$ cat src/rtl/quantum_interrupt_ctrl_if.sv
// Decoder-side signal bundle for the quantum interrupt controller.
// The decoder (master) drives the request inputs, and the controller (slave) answers with the interrupt outputs.
interface quantum_interrupt_ctrl_if #(
  parameter int unsigned QNT_W  = 16,
  parameter int unsigned ADDR_W = 10
);
  logic              instrValid;
  logic              Halt;
  logic              WriteI;
  logic [31:0]       writeData;
  logic              stopQnt;
  logic              intSig;
  logic [ADDR_W-1:0] intAddr;
  logic [QNT_W-1:0]  qntCount;
  logic              armed;
  logic [7:0]        intCount;
  logic [1:0]        dbgState;

  // Handshake: intSig is a level request held high until the edge that
  // samples stopQnt high; stopQnt at any other time carries no meaning.
  modport master (
    output instrValid, Halt, WriteI, writeData, stopQnt,
    input  intSig, intAddr, qntCount, armed, intCount, dbgState
  );

  modport slave (
    input  instrValid, Halt, WriteI, writeData, stopQnt,
    output intSig, intAddr, qntCount, armed, intCount, dbgState
  );
endinterface

$ cat src/rtl/quantum_interrupt_ctrl.sv
// Preemption timer: counts retired instructions against a writei-loaded quantum
// and holds an interrupt request until the decoder acknowledges it.
module quantum_interrupt_ctrl #(
  parameter int unsigned QNT_W        = 16,
  parameter int unsigned ADDR_W       = 10,
  parameter int unsigned DEFAULT_QNT  = 100,
  parameter int unsigned HANDLER_ADDR = 1
) (
  input  logic                     clock,
  input  logic                     reset,
  quantum_interrupt_ctrl_if.slave  bus
);

  typedef enum logic [1:0] {
    ST_IDLE    = 2'd0,
    ST_COUNT   = 2'd1,
    ST_PENDING = 2'd2
  } state_t;

  localparam logic [QNT_W-1:0] DEF_Q = QNT_W'(DEFAULT_QNT);
  localparam logic [QNT_W-1:0] ONE_Q = QNT_W'(1);

  state_t           state_q, state_d;
  logic [QNT_W-1:0] qnt_q, qnt_d;
  logic             int_sig_q, int_sig_d;
  logic             armed_q, armed_d;
  logic [7:0]       int_cnt_q, int_cnt_d;
  logic [QNT_W-1:0] load_val;

  // Upper operand bits are architecturally don't-care.
  logic unused_wd;
  assign unused_wd = ^bus.writeData[31:QNT_W];

  // A zero field selects the default quantum, so COUNT never holds zero.
  assign load_val = (bus.writeData[QNT_W-1:0] == '0) ? DEF_Q
                                                     : bus.writeData[QNT_W-1:0];

  always_comb begin
    state_d   = state_q;
    qnt_d     = qnt_q;
    int_sig_d = int_sig_q;
    armed_d   = armed_q;
    int_cnt_d = int_cnt_q;
    case (state_q)
      ST_IDLE: begin
        if (bus.WriteI) begin
          qnt_d   = load_val;
          state_d = ST_COUNT;
          armed_d = 1'b1;
        end
      end
      ST_COUNT: begin
        // Reload beats the final decrement, so a restart never interrupts.
        if (bus.WriteI) begin
          qnt_d = load_val;
        end else if (bus.instrValid && !bus.Halt) begin
          qnt_d = qnt_q - ONE_Q;
          if (qnt_q == ONE_Q) begin
            state_d   = ST_PENDING;
            armed_d   = 1'b0;
            int_sig_d = 1'b1;
          end
        end
      end
      ST_PENDING: begin
        if (bus.stopQnt) begin
          state_d   = ST_IDLE;
          int_sig_d = 1'b0;
          int_cnt_d = int_cnt_q + 8'd1;
        end
      end
      default: begin
        state_d   = ST_IDLE;
        qnt_d     = '0;
        int_sig_d = 1'b0;
        armed_d   = 1'b0;
      end
    endcase
  end

  always_ff @(posedge clock or posedge reset) begin
    if (reset) begin
      state_q   <= ST_IDLE;
      qnt_q     <= '0;
      int_sig_q <= 1'b0;
      armed_q   <= 1'b0;
      int_cnt_q <= 8'd0;
    end else begin
      state_q   <= state_d;
      qnt_q     <= qnt_d;
      int_sig_q <= int_sig_d;
      armed_q   <= armed_d;
      int_cnt_q <= int_cnt_d;
    end
  end

  assign bus.intSig   = int_sig_q;
  assign bus.armed    = armed_q;
  assign bus.qntCount = qnt_q;
  assign bus.intCount = int_cnt_q;
  assign bus.intAddr  = ADDR_W'(HANDLER_ADDR);
  assign bus.dbgState = state_q;

endmodule

$ cat src/flat_wrapper.sv
// flat-port wrapper written by rule: the top's interface ports become plain ports
module quantum_interrupt_ctrl_flat 
#(
  parameter int unsigned QNT_W        = 16,
  parameter int unsigned ADDR_W       = 10,
  parameter int unsigned DEFAULT_QNT  = 100,
  parameter int unsigned HANDLER_ADDR = 1
)
  (clock, reset, bus_instrValid, bus_Halt, bus_WriteI, bus_writeData, bus_stopQnt, bus_intSig, bus_intAddr, bus_qntCount, bus_armed, bus_intCount, bus_dbgState);
  quantum_interrupt_ctrl_if #(.QNT_W(QNT_W), .ADDR_W(ADDR_W)) bus_i ();
  input  logic clock;
  input  logic reset;
  input wire logic [$bits(bus_i.instrValid)-1:0] bus_instrValid;
  input wire logic [$bits(bus_i.Halt)-1:0] bus_Halt;
  input wire logic [$bits(bus_i.WriteI)-1:0] bus_WriteI;
  input wire logic [$bits(bus_i.writeData)-1:0] bus_writeData;
  input wire logic [$bits(bus_i.stopQnt)-1:0] bus_stopQnt;
  output wire logic [$bits(bus_i.intSig)-1:0] bus_intSig;
  output wire logic [$bits(bus_i.intAddr)-1:0] bus_intAddr;
  output wire logic [$bits(bus_i.qntCount)-1:0] bus_qntCount;
  output wire logic [$bits(bus_i.armed)-1:0] bus_armed;
  output wire logic [$bits(bus_i.intCount)-1:0] bus_intCount;
  output wire logic [$bits(bus_i.dbgState)-1:0] bus_dbgState;
  assign bus_i.instrValid = bus_instrValid;
  assign bus_i.Halt = bus_Halt;
  assign bus_i.WriteI = bus_WriteI;
  assign bus_i.writeData = bus_writeData;
  assign bus_i.stopQnt = bus_stopQnt;
  assign bus_intSig = bus_i.intSig;
  assign bus_intAddr = bus_i.intAddr;
  assign bus_qntCount = bus_i.qntCount;
  assign bus_armed = bus_i.armed;
  assign bus_intCount = bus_i.intCount;
  assign bus_dbgState = bus_i.dbgState;
  quantum_interrupt_ctrl #(.QNT_W(QNT_W), .ADDR_W(ADDR_W), .DEFAULT_QNT(DEFAULT_QNT), .HANDLER_ADDR(HANDLER_ADDR)) u_core (.clock(clock), .reset(reset), .bus(bus_i));
endmodule
$ cat config.mk
export PLATFORM = sky130hd
export DESIGN_NAME = quantum_interrupt_ctrl_flat
export DESIGN_NICKNAME = d
export VERILOG_FILES = /design/src/rtl/quantum_interrupt_ctrl_if.sv /design/src/rtl/quantum_interrupt_ctrl.sv /design/src/flat_wrapper.sv
export SDC_FILE = /design/constraint.sdc
export NUM_CORES = 1
export LEC_CHECK = 0
export CORE_ASPECT_RATIO = 0.5
export CORE_UTILIZATION = 40
export CTS_BUF_LIST = sky130_fd_sc_hd__clkbuf_4
export DETAILED_ROUTE_END_ITERATION = 10
export DONT_BUFFER_PORTS = 1
export PLACE_DENSITY = 0.59
export RECOVER_POWER = 50
export SETUP_SLACK_MARGIN = 0.3
export SYNTH_ARGS = -nofsm -noshare
export SYNTH_HDL_FRONTEND = slang
export SYNTH_SLANG_ARGS = --single-unit
$ cat constraint.sdc
create_clock -name clock -period 2.2 [get_ports clock]
set_input_delay 0.66 -clock clock [delete_from_list [all_inputs] [get_ports clock]]
set_output_delay 0.66 -clock clock [all_outputs]
set_load 0.02 [all_outputs]
Word level (Yosys, flattened, before mapping). Cells that the tools add are included.

Add/subtract/negate cells: 2. Eq/ne operators: 9. Muxes and demuxes: 21. Bitwise operators: 2. Reduce and logical (&&, ||, !) cells: 9.

Operator list (number): $mux W16 (4); $pmux W16 S3 (1); $eq A16 B1 Y1 const B (1); $logic_not A16 Y1 (1); $sub A16 B1 Y16 const B (1); $reduce_and A5 Y1 (3); $mux W2 (5); $add A8 B1 Y8 const B (1); $mux W1 (8); $ne A2 B2 Y1 const B (3); $pmux W1 S3 (2); $pmux W2 S3 (1); $ne A2 B1 Y1 const B (2); $ne A3 B2 Y1 const B (1); $reduce_and A3 Y1 (1); $eq A2 B1 Y1 const B (1); $eq A2 B2 Y1 const B (1); $logic_not A2 Y1 (1); $not A1 Y1 (2); $reduce_and A2 Y1 (1); $logic_and A1 B1 Y1 (1); $logic_not A1 Y1 (1).

Flip-flop bits (word level): 28. Input port bits: 38. Output and inout bits: 38. Word-level logic and storage cells: 48.

Logic depth before layout (Yosys ltp). Gate-level depths: netlist of the first run.

Depth in word-level cells: 5. Gate-level depth with buffers: 6. Mapped depth without buffers: 6.

Worst setup path after synthesis of the first run. No wires, ideal clock.

Path type: input to register. Start: in bus_WriteI. End: reg u_core.qnt_q[12], in the netlist u_core.bus.qntCount[12]. Library setup time: 0.140 ns. Arrival: 1.670 ns. Slack: 0.391 ns. Cell stages on the path: 5. Cells stage by stage: buf_2 -> nor2b_1 -> nor2_1 -> a2111oi_0 -> a311oi_1.

Cells in the longest elaborated chain, start to end: 2.

Ends and longest elaborated chain: start: declaration (RTL line flat_wrapper.sv:15) `input wire logic [$bits(bus_i.WriteI)-1:0] bus_WriteI;`; $ne A3 B2 Y1 (no line) (tied with other cells); $reduce_and A3 Y1 (no line) / $pmux W16 S3 (equally long branches); end signal: assignment (RTL line quantum_interrupt_ctrl.sv:90) `qnt_q <= qnt_d;`; end: declaration (RTL line quantum_interrupt_ctrl.sv:24) `logic [QNT_W-1:0] qnt_q, qnt_d;`.

Several ways; a longest one is shown, not always the timed one. A chain may end at the register's enable or synchronous reset.

Worst setup path after layout of the first run.
Start: reg u_core.state_q[0], in the netlist u_core.bus.dbgState[0]. End: out bus_dbgState[0].

RTL lines: start: declaration (RTL line quantum_interrupt_ctrl.sv:23) `state_t state_q, state_d;`; start signal: assignment (RTL line quantum_interrupt_ctrl.sv:89) `state_q <= state_d;`; end: declaration (RTL line flat_wrapper.sv:23) `output wire logic [$bits(bus_i.dbgState)-1:0] bus_dbgState;`.

No word-level cell between the ends.

==> results of run 1 <==
-- logic make-up (layout without fill, tap and decap cells) --
family / Yosys count / in the layout
AOI/OAI and AO/OA: 46 / 46
xor gates and xnor gates: 9 / 9
adders and majority gates: 3 / 3
buffers and inverters: 25 / 28
DFF: 28 / 28
muxes: 3 / 3
other: 2 / 10
and+or+nand+nor: 86 / 86
-- placed cells by master (no fill, tap or decap), types with 2 or more instances in the layout --
cell type	n
a21oi_1	5
a22oi_1	3
a311oi_1	2
and3_1	2
buf_4	16
clkbuf_4	3
conb_1	10
dfrtp_1	28
ha_1	3
inv_1	7
mux2i_1	2
nand2_1	20
nand2b_1	2
nand3_1	7
nand3b_1	2
nand4_1	8
nor2_1	16
nor2b_1	5
nor3_1	6
nor4_1	5
nor4_4	2
o21ai_0	14
o221ai_1	4
o31ai_1	2
xnor2_1	7
xor2_1	2
-- state kept, by name (all words and copies together), names as in the netlist --
name / cells
u_core.bus.intCount: 8
u_core.bus.armed: 1
u_core.bus.intSig: 1
u_core.bus.qntCount: 16
u_core.bus.dbgState: 2
-- worst paths after layout --
| check | startpoint | endpoint |
|---|---|---|
| max reg2reg | u_core.bus.qntCount[6] | u_core.bus.qntCount[8] |
| min | reset | u_core.bus.qntCount[14] |
| max in group asynchronous | reset | u_core.bus.qntCount[15] |
| max | u_core.bus.dbgState[0] | bus_dbgState[0] |
| min reg2reg | u_core.bus.intCount[7] | u_core.bus.intCount[7] |
| min in group clock | bus_writeData[10] | u_core.bus.qntCount[10] |
-- where the power goes --
| part | internal (mW) | switching, mW |
|---|---|---|
| clock network | 0.0669 | 0.159 |
| registers | 0.558 | 0.122 |
| logic | 0.119 | 0.167 |
-- metal layers --
| metal | wire length [um] | vias up | track usage (%) |
|---|---|---|---|
| li1 | - | 747 | - |
| met1 | 1980 | 748 | 25.46 |
| met2 | 2095 | 75 | 33.57 |
| met3 | 539 | 7 | 8.511 |
| met4 | 27 | 0 | 3.431 |
| met5 | 0 | - | 0 |
-- per-stage QoR --
step / total power [mW] / worst slack [ns] / util, % / cells
2_1_floorplan: 0.8902 / 0.3908 / - / 210
3_3_place_gp: 0.9582 / 0.3885 / 46.18 / 260
3_5_place_dp: 0.9618 / 0.3787 / 46.18 / 260
4_1_cts: 1.185 / 0.3416 / 46.81 / 264
5_1_grt: 1.263 / 0.2285 / 47.42 / 267
6_report: 1.191 / 0.3110 / 47.42 / 267
-- repair_timing --
action / 4_1_cts / 5_1_grt
setup buffers: 0 / 3
gates resized for setup: 0 / 4
hold endpoints to repair: 0 / 0
endpoints found under the setup margin: 0 / 7
-- layout make-up --
| cell class | count | area share, % |
|---|---|---|
| clock inverters | 1 | 0.1919 |
| inverters | 7 | 1.344 |
| clock buffers | 3 | 1.152 |
| flip-flops and latches | 28 | 35.83 |
| well taps | 54 | 3.455 |
| multi-input cells | 157 | 51.70 |
| repair buffers | 17 | 6.334 |
==> flow_summary.json, run 1 <==
{
  "status": "finished, final reports clean",
  "period_share_pct": 85.86,
  "ys_top_cells_by_area": "dfrtp_1 (39%), buf_4 (4.5%), nand2_1 (4.1%)",
  "cap_violations": 0,
  "dr.pass1.iters": 4,
  "path_cells": "clkbuf_1",
  "die_h_um": 49.64,
  "synthMuxAreaShare_pct": 1.723,
  "timing.hold.ws_ns": 0.2527,
  "grt-ovfl-total": 0,
  "cts_root_buf": "clkbuf_4",
  "drc": 0,
  "drtAntennaViolNets": 0,
  "path_class": "register to output port",
  "cp.required_ns": 1.54,
  "tightest_slew_ns": 0.5265,
  "syn_area_um2": 1815,
  "core.rowCount": 16,
  "ff2ff_path_depth": 5,
  "crit_family": "flip-flops",
  "postPlaceCellArea_um2": 1904,
  "fmax_ghz": 0.5294,
  "hpwl_mm": 3.518,
  "start_kind": "register",
  "fin_area_um2": 1956,
  "drtIter0Drc": 86,
  "ir_drop_v": 0.0002003,
  "reg2reg_slack_ns": 0.36,
  "synth_edf_count": 0,
  "core_area_um2": 4124,
  "port-buffer-count": 0,
  "synth-xor-area-share_pct": 4.342,
  "yosys.area_share.adder_pct": 2.068,
  "fin_crit_ns": 1.889,
  "hold_violations": 0,
  "crit_fanout": 9,
  "grt_pass1_vias": 1517,
  "slew_headroom_pct": 64.83,
  "die_x_um": 97.28,
  "drt_wl_total_mm": 4.643,
  "wire_per_inst_um": 17.39,
  "ys_ff_latch": 28,
  "cts-htree-levels": 1,
  "vias": 1577,
  "antenna_found_initial": 0,
  "yosysWarnings": 0,
  "antenna_cells": 0,
  "syn_area_per_cell_um2": 8.988,
  "p_leak_nw": 0.8408,
  "cts_tree": "yes",
  "syn_inst": 202,
  "drive_gt1_share_pct": 14.55,
  "critPathMaxStageDelay_ns": 0.53,
  "worst_ep_arrival_time_ns": 1.23,
  "critical_path_buf_inv_count": 1,
  "synth_ff_type": "dfrtp_1",
  "rsz0062_at_grt": "false",
  "synth_top_family_by_area": "simple AND/OR/NAND/NOR gates",
  "yosys.area_share.simple_pct": 27.57,
  "insertion_delay_ns": 0.34,
  "synth_compound_gate_area_share_pct": 17.57,
  "cts_buffer_depth": 2,
  "yosysMostFrequentCell": "dfrtp_1",
  "cpMaxStageDelayCell": "dfrtp_1",
  "ys_seq_area_share_pct": 38.59,
  "seq_area_um2": 700.7,
  "die_area_um2": 4829,
  "synth_top_area_share_pct": 38.59,
  "fin_skew_ns": 0.009127,
  "holdCritPathClass": "input pin to asynchronous set/reset pin",
  "nets": 255,
  "multi_input_area_um2": 1011,
  "slew_violations": 0,
  "powerDensity_nw_per_um2": 609.2,
  "area_growth_pct": 7.719,
  "synth_top_area_cell": "dfrtp_1",
  "cts.sinks": 28,
  "async_reset_ff_share_pct": 100.0,
  "gp_congestion": 0.8075,
  "setup_violations": 0,
  "hold_buffers": 0,
  "ys_types": 55,
  "cts_made_buffers": 3,
  "synth_common_cells": "dfrtp_1 (28), nand2_1 (20), nor2_1 (16)",
  "start_util_pct": 44.02,
  "grt_pass1_wl_mm": 7.755,
  "crit_path_end_kind": "output port",
  "boundaryPins": 76,
  "vias_per_cell": 5.906,
  "fill_cells": 396,
  "path_clk_slew_ns": 0.16,
  "tns_ns": 0,
  "grt_max_degree": 29,
  "grt_use_total_pct": 20.34,
  "cp_num_cells": 1
}
Note: power is estimated with default switching activity, not from simulation.
==> inputs of run 2 (changes only) <==
==> constraint.sdc (replaced) <==
create_clock -name clock -period 2.22 [get_ports clock]
set_input_delay 0.666 -clock clock [delete_from_list [all_inputs] [get_ports clock]]
set_output_delay 0.666 -clock clock [all_outputs]
set_load 0.02 [all_outputs]
==> run 2 against run 1 <==
  * The run now ends with capacitance limit, slew limit left
  * Worst hold slack gained 0.20 ns
  * Worst setup slack got worse by 0.030 ns
  * Utilization increased by 0.15 points
  * Sequential share of layout area shrank 0.11 points
  * Critical endpoint is now u_core.bus.qntCount[9]
==> flow_summary.json, run 2 (same netlist as run 1, synthesis figures left out) <==
{
  "status": "finished, violations left",
  "violations": "capacitance limit, slew limit",
  "p_seq_share_pct": 56.5,
  "cts.sinks": 28,
  "antenna_found_initial": 0,
  "rsz0062_at_grt": "false",
  "fin_skew_ns": 0.003792,
  "slew_violations": 28,
  "critical_path_buf_inv_count": 0,
  "path_cells": "nor4_4 -> nand2_1 -> o311ai_0 -> o311ai_1",
  "cts_made_buffers": 3,
  "drtAntennaViolNets": 0,
  "p_leak_nw": 0.8388,
  "port-buffer-count": 0,
  "nets": 255,
  "wire_per_inst_um": 17.81,
  "path_clk_slew_ns": 0.15,
  "fin_util_pct": 47.57,
  "drive_gt1_share_pct": 14.08,
  "setup_violations": 0,
  "timing.hold.ws_ns": 0.4527,
  "fin_crit_ns": 1.940,
  "grt_max_degree": 29,
  "die_h_um": 49.64,
  "cpMaxStageDelayCell": "dfrtp_1",
  "tns_ns": 0,
  "cp_num_cells": 4,
  "ff2ff_path_depth": 4,
  "fin_total_pwr_mw": 1.183,
  "post-place-ws_ns": 0.2999,
  "grt_use_total_pct": 20.87,
  "grt_pass1_wl_mm": 7.872,
  "combPwrFrac_pct": 24.8,
  "layout_commonest_cell": "dfrtp_1",
  "min_path_cells": 2,
  "p_switching_mw": 0.4454,
  "vias": 1586,
  "hold_violations": 0,
  "drc": 0,
  "p_sw_share_pct": 37.64,
  "grt_pass1_vias": 1559,
  "start_kind": "register",
  "largest_register_ffs": 16,
  "gp_congestion": 0.8026,
  "fmax_ghz": 0.5156,
  "boundaryPins": 76,
  "ir_drop_v": 0.0002224,
  "die_x_um": 97.28,
  "vias_per_cell": 5.940,
  "worst_ep_arrival_time_ns": 2.14,
  "cts_tree": "yes",
  "grt-ovfl-total": 0,
  "hpwl_mm": 3.616,
  "pwr-share-clk_pct": 18.6,
  "crit_family": "simple AND/OR/NAND/NOR gates",
  "drtIter0Drc": 117,
  "crit_fanout": 7,
  "crit_path_end_kind": "register",
  "cts_root_buf": "clkbuf_4",
  "core_area_um2": 4124,
  "powerDensity_nw_per_um2": 603.1,
  "area_growth_pct": 8.063,
  "core.rowCount": 16,
  "tightest_slew_ns": 1.503,
  "hold_buffers": 0,
  "cp.required_ns": 2.42,
  "die_area_um2": 4829,
  "path_class": "register to register",
  "antenna_cells": 0,
  "holdCritPathClass": "input pin to register",
  "insertion_delay_ns": 0.33,
  "period_share_pct": 87.37,
  "p_int_mw": 0.7378,
  "dr.pass1.iters": 4,
  "slew_headroom_pct": -0.1871,
  "start_util_pct": 44.02,
  "critPathMaxStageDelay_ns": 0.60,
  "layout_common_cells": "dfrtp_1 (28), nand2_1 (20), nor2_1 (16), buf_4 (15), o21ai_0 (14)",
  "drt_wl_total_mm": 4.754,
  "timing.final.ws_setup_ns": 0.2805,
  "cap_violations": 1,
  "cts-htree-levels": 1,
  "cts_buffer_depth": 2
}
run 2: cell count changes in the layout (fill, tap and decap cells not counted):
cell | previous run | this run
nor4_4 | 2 | 3
clkbuf_1 | 1 | 2
buf_4 | 16 | 15
nor3_2 | 1 | 0
nor3_1 | 6 | 7
nor4_1 | 5 | 4
run 2: final timing paths:
check | endpoint | slack (ns) | from
worst max register to register | u_core.bus.qntCount[9] | 0.28 | u_core.bus.qntCount[2]
worst min register to register | u_core.bus.intCount[7] | 0.62 | u_core.bus.intCount[7]
max in group asynchronous | u_core.bus.qntCount[2] | 0.65 | reset
worst max-delay path | u_core.bus.qntCount[9] | 0.28 | u_core.bus.qntCount[2]
min in group asynchronous | u_core.bus.dbgState[0] | 0.71 | reset
worst min-delay path | u_core.bus.qntCount[10] | 0.45 | bus_writeData[10]
run 2: cell type report:
type | count | area [um2]
multi-input combinational | 157 | 1021
inverter | 7 | 26.28
clock buffer | 3 | 22.52
tap | 54 | 67.56
clock inverter | 1 | 3.754
timing repair buffer | 17 | 120.1
sequential | 28 | 700.7
fill | 401 | 2162
run 2: routing by layer:
layer,wire [um],track usage (%),vias up
met1,2079,25.73,765
met3,496,8.936,4
met4,45,6.373,0
li1,-,-,750
met5,0,0,-
met2,2132,33.45,67
run 2: timing repair:
action / CTS / global route
pin swaps: 1 / 1
gates cloned: 0 / 0
setup endpoints to repair: 4 / 7
setup buffers: 0 / 3
gates resized for setup: 0 / 3
run 2: stage by stage:
stage	instances	instance area (um2)
after floorplan	210	1846
after global placement	260	1904
after detailed placement	260	1904
after CTS	264	1931
after global routing	267	1962
final	267	1962
run 2: power by group through the flow:
| stage | combinational (mW) | sequential, mW | clock (mW) |
|---|---|---|---|
| global route | 0.325 | 0.678 | 0.243 |
| finish | 0.294 | 0.669 | 0.221 |
| detailed placement | 0.281 | 0.675 | 0 |
| CTS | 0.283 | 0.666 | 0.235 |
| floorplan | 0.202 | 0.681 | 0 |
| global placement | 0.277 | 0.674 | 0 |
